### src/rtl/ysyx_24080006_pkg.sv
// rtl/ysyx_24080006_pkg.sv - shared MDU op types for the EX stage
package ysyx_24080006_pkg;

  localparam int XLEN = 32;

  typedef enum logic [1:0] {
    ALU_MULL = 2'd0,
    ALU_MULH = 2'd1,
    ALU_DIV  = 2'd2,
    ALU_REM  = 2'd3
  } mdu_op_t;

  typedef struct packed {
    mdu_op_t op;
    logic    signed_a;
    logic    signed_b;
  } mdu_set_t;

endpackage

### src/rtl/ysyx_24080006_mdu_ctrl.sv
// rtl/ysyx_24080006_mdu_ctrl.sv - issue/retire controller for the multi-cycle MDU
module ysyx_24080006_mdu_ctrl
  import ysyx_24080006_pkg::*;
(
  input  logic            clock,
  input  logic            reset,
  input  logic            flush,
  input  logic            in_valid,
  output logic            in_ready,
  input  logic [XLEN-1:0] in_a,
  input  logic [XLEN-1:0] in_b,
  input  mdu_set_t        in_set,
  output logic            out_valid,
  input  logic            out_ready,
  output logic [XLEN-1:0] out_data,
  output logic [XLEN-1:0] mdu_a,
  output logic [XLEN-1:0] mdu_b,
  output mdu_set_t        mdu_set,
  output logic            mdu_valid,
  input  logic [XLEN-1:0] mdu_o,
  input  logic            mdu_ready,
  output logic            adder_sel_mdu,
  output logic            busy
);

  typedef enum logic [1:0] {
    MC_IDLE  = 2'd0,
    MC_RUN   = 2'd1,
    MC_DRAIN = 2'd2,
    MC_HOLD  = 2'd3
  } mc_state_t;

  mc_state_t       state;
  mc_state_t       state_nxt;
  logic [XLEN-1:0] op_a;
  logic [XLEN-1:0] op_b;
  logic [XLEN-1:0] res_q;
  mdu_set_t        op_set;
  logic            accept;
  logic            capture;

  always_comb begin
    state_nxt     = state;
    in_ready      = 1'b0;
    out_valid     = 1'b0;
    mdu_valid     = 1'b0;
    adder_sel_mdu = 1'b0;
    capture       = 1'b0;
    unique case (state)
      MC_IDLE: begin
        in_ready = !flush;
        if (in_valid && !flush) state_nxt = MC_RUN;
      end
      MC_RUN: begin
        mdu_valid     = 1'b1;
        adder_sel_mdu = 1'b1;
        if (mdu_ready) begin
          capture   = !flush;
          state_nxt = flush ? MC_IDLE : MC_HOLD;
        end else if (flush) begin
          state_nxt = MC_DRAIN;
        end
      end
      MC_DRAIN: begin
        // The MDU cannot abort, so keep it enabled until it finishes.
        mdu_valid     = 1'b1;
        adder_sel_mdu = 1'b1;
        if (mdu_ready) state_nxt = MC_IDLE;
      end
      MC_HOLD: begin
        out_valid = 1'b1;
        in_ready  = out_ready && !flush;
        if (flush) state_nxt = MC_IDLE;
        else if (out_ready) state_nxt = in_valid ? MC_RUN : MC_IDLE;
      end
      default: state_nxt = MC_IDLE;
    endcase
  end

  assign accept   = in_valid && in_ready;
  assign busy     = (state == MC_RUN) || (state == MC_DRAIN);
  assign out_data = res_q;
  assign mdu_a    = op_a;
  assign mdu_b    = op_b;
  assign mdu_set  = op_set;

  always_ff @(posedge clock) begin
    if (reset) begin
      state  <= MC_IDLE;
      op_a   <= '0;
      op_b   <= '0;
      op_set <= '0;
      res_q  <= '0;
    end else begin
      state <= state_nxt;
      if (accept) begin
        op_a   <= in_a;
        op_b   <= in_b;
        op_set <= in_set;
      end
      if (capture) res_q <= mdu_o;
    end
  end

endmodule

### config.mk
export PLATFORM = sky130hd
export DESIGN_NAME = ysyx_24080006_mdu_ctrl
export DESIGN_NICKNAME = d
export VERILOG_FILES = /design/src/rtl/ysyx_24080006_pkg.sv /design/src/rtl/ysyx_24080006_mdu_ctrl.sv
export SDC_FILE = /design/constraint.sdc
export NUM_CORES = 1
export LEC_CHECK = 0
export BUFFER_PORTS_ARGS = -buffer_cell sky130_fd_sc_hd__buf_2
export CAP_MARGIN = 10
export CORE_MARGIN = 5
export CORE_UTILIZATION = 45
export CTS_CLUSTER_DIAMETER = 80
export DETAILED_ROUTE_END_ITERATION = 8
export HOLD_SLACK_MARGIN = 0.05
export PLACE_DENSITY = 0.81
export REMOVE_ABC_BUFFERS = 1
export SLEW_MARGIN = 15
export SYNTH_ARGS = -nofsm -noshare
export SYNTH_HDL_FRONTEND = slang
export SYNTH_SLANG_ARGS = --single-unit
### constraint.sdc
create_clock -name clock -period 3.4 [get_ports clock]
set_input_delay 0.85 -clock clock [delete_from_list [all_inputs] [get_ports clock]]
set_output_delay 0.85 -clock clock [all_outputs]
set_load 0.005 [all_outputs]
==> impl_metrics.toml <==
[global_route]
grt_max_degree = 69
first_global_vias = 3649
grt_overflow_total = 0
grt_first_pass_wirelength_um = 16500
antenna_found_initial = 0
grtUsageTotal = 0.195

[timing]
slew_viol_final = 0
worst_pin_slew_ns = 0.828
finalClockSkew_ns = 0.0169
rsz0062_at_grt = "false"
clock.fmax_mhz = 413
slew_headroom = 0.448
hold_viol = 0
setup_viol = 0
fin_ws_ns = 0.978
fin_crit_sh = 0.712
period_needed_ns = 2.42

[finish]
final_common_cell = "buf_2"
antennaDiodeCount = 0
final_cell_mix = "209 x buf_2, 183 x nand2_1, 102 x dfxtp_1, 88 x a21oi_1, 20 x nand2_2"
fillCellCount = 726
fin_nets = 767
fin_area_sq_um = 5020
area_growth_pct = 32.4
drive_above_1_share = 0.408
seq_area_sq_um = 2040
multi_input_area_sq_um = 1570

[critical_path]
critical_path_required_ns = 2.55
arrival_ns = 1.57
worstSetupStartpointType = "flip-flop"
end_kind = "output port"
cp_max_fo = 4
criticalPathCategory = "flip-flop to output port"
reg2reg_slack_ns = 1.19

[drt]
vias = 3734
routed.top_layer = "met4"
drtIter0Drc = 97
route.met3.wl_um = 1470
ant_nets = 0
drt_pass1_iterations = 4
routed-wl-met2_um = 4780
vias_per_cell = 4.87
drcViolationCount = 0
detail_route.wl_per_cell_um = 13.6
wl_met1_um = 4010
wl_um = 10400

[clock_network]
post_cts_buffers = 0
path_clk_slew_ns = 0.10
cts-root-buf = "clkbuf_8"
clock_latency_ns = 0.35
cts_resized = 0
clock_path_buffers = 2
tritoncts = "done"
htree_num_levels = 3
cts_buffers = 9
holdBufCountCts = 0
cts.sinks = 102

[placed_design]
port_buffers = 210
gp_congestion = 0.807
place_ws_ns = 0.967
post_dp_cell_area_sq_um = 4840
place_hpwl_um = 7810

[power]
p_switching_uw = 673
combPwrFrac = 0.165
ir_drop_mv = 0.279
clock_power_share = 0.292
p_leak_nw = 2.29
powerDensity_nw_per_um2 = 479
internal_power_mw = 1.73
seqPwrFrac = 0.543
swShare = 0.280

[synthesis]
ys_types = 24
synthCells = 467
syn_area_sq_um = 3790
ys_seq_elements = 102
syn_area_per_cell_sq_um = 8.13
yosysSeqAreaShare = 0.538
yosys_warnings = 0

[job]
cap_violations = 0

[floorplanning]
design.portCount = 211
std_cell_rows = 33
dieArea_sq_um = 10400
die_y_um = 102
initial_core_util = 0.462
die_w_um = 102
coreArea_sq_um = 8220

[worst_hold_path]
hold_class = "flip-flop to flip-flop"

[run_status]
status = "finished, final reports clean"
metrics by stage:
step / power [mW] / hold slack (ns) / utilization / cells / setup TNS [ns]
after floorplan: 1.52 / 0.447 / - / 431 / -44.75
after global placement: 1.72 / 0.438 / 0.589 / 751 / 0
after detailed placement: 1.73 / 0.444 / 0.589 / 751 / 0
after CTS: 2.43 / 0.457 / 0.612 / 767 / 0
after global routing: 2.54 / 0.476 / 0.612 / 767 / 0
final: 2.40 / 0.456 / 0.612 / 767 / 0
cell families (layout without fill, tap and decap cells):
logic type      Yosys count  count (layout)  synth area share
compound gates          107             107             0.158
fa+ha+maj                 4               4            0.0132
buf+inv                  38             233            0.0518
flops                   102             102             0.538
simple gates            216             216             0.239
flip-flops by register name, indices dropped and copies added (netlist names):
register	flops
out_data	32
state	2
mdu_a	32
mdu_set	4
mdu_b	32
cell usage after synthesis:
master / n / share of area
nor4_1: 1 / 0.0016
buf_4: 4 / 0.0079
nor3_1: 1 / 0.0013
nor4b_2: 1 / 0.0040
nand2b_1: 3 / 0.0049
nor3b_1: 1 / 0.0020
or4b_4: 1 / 0.0036
ha_1: 4 / 0.013
a21o_1: 1 / 0.0020
nand3b_1: 1 / 0.0020
nand2_1: 183 / 0.18
a21oi_2: 16 / 0.037
dfxtp_1: 102 / 0.54
nor2b_1: 1 / 0.0016
or3_1: 1 / 0.0016
buf_2: 1 / 0.0013
clkbuf_1: 26 / 0.026
inv_1: 2 / 0.0020
or2_2: 1 / 0.0016
a21oi_1: 88 / 0.12
nand2_2: 20 / 0.033
nor2_1: 1 / 0.00099
buf_6: 5 / 0.015
o21ai_0: 2 / 0.0026
worst paths after layout:
kind,startpoint,end,cells after the start
max,state[0],in_ready,5
min,mdu_b[14],mdu_b[14],2
max reg2reg,state[0],mdu_a[23],5
min reg2reg,mdu_b[14],mdu_b[14],2
power by group through the flow:
| stage | Sequential (mW) | Clock [mW] | Combinational (mW) |
|---|---|---|---|
| floorplan | 1.34 | 0 | 0.180 |
| global placement | 1.33 | 0 | 0.388 |
| detailed placement | 1.33 | 0 | 0.400 |
| CTS | 1.31 | 0.729 | 0.400 |
| global route | 1.31 | 0.773 | 0.447 |
| finish | 1.31 | 0.703 | 0.396 |
area by class of cell:
class	count	share of cell area
multi-input combinational	327	0.312
clock buffer	11	0.0281
clock inverter	5	0.00872
timing repair buffer	215	0.217
sequential	102	0.406
inverter	2	0.00149
tap	105	0.0261
layer usage:
layer / vias to the layer above / global-route usage
met5: - / 0
met4: 0 / 0.0686
met3: 14 / 0.0771
met2: 183 / 0.324
met1: 1662 / 0.231
li1: 1875 / -
critical path, stage by stage, from the launching register on:
cell     delay, ns
dfxtp_1       0.37
inv_1         0.09
ha_1          0.25
a21oi_1       0.31
nor3_1        0.08
buf_2         0.14
Note: power is estimated with default switching activity, not from simulation.
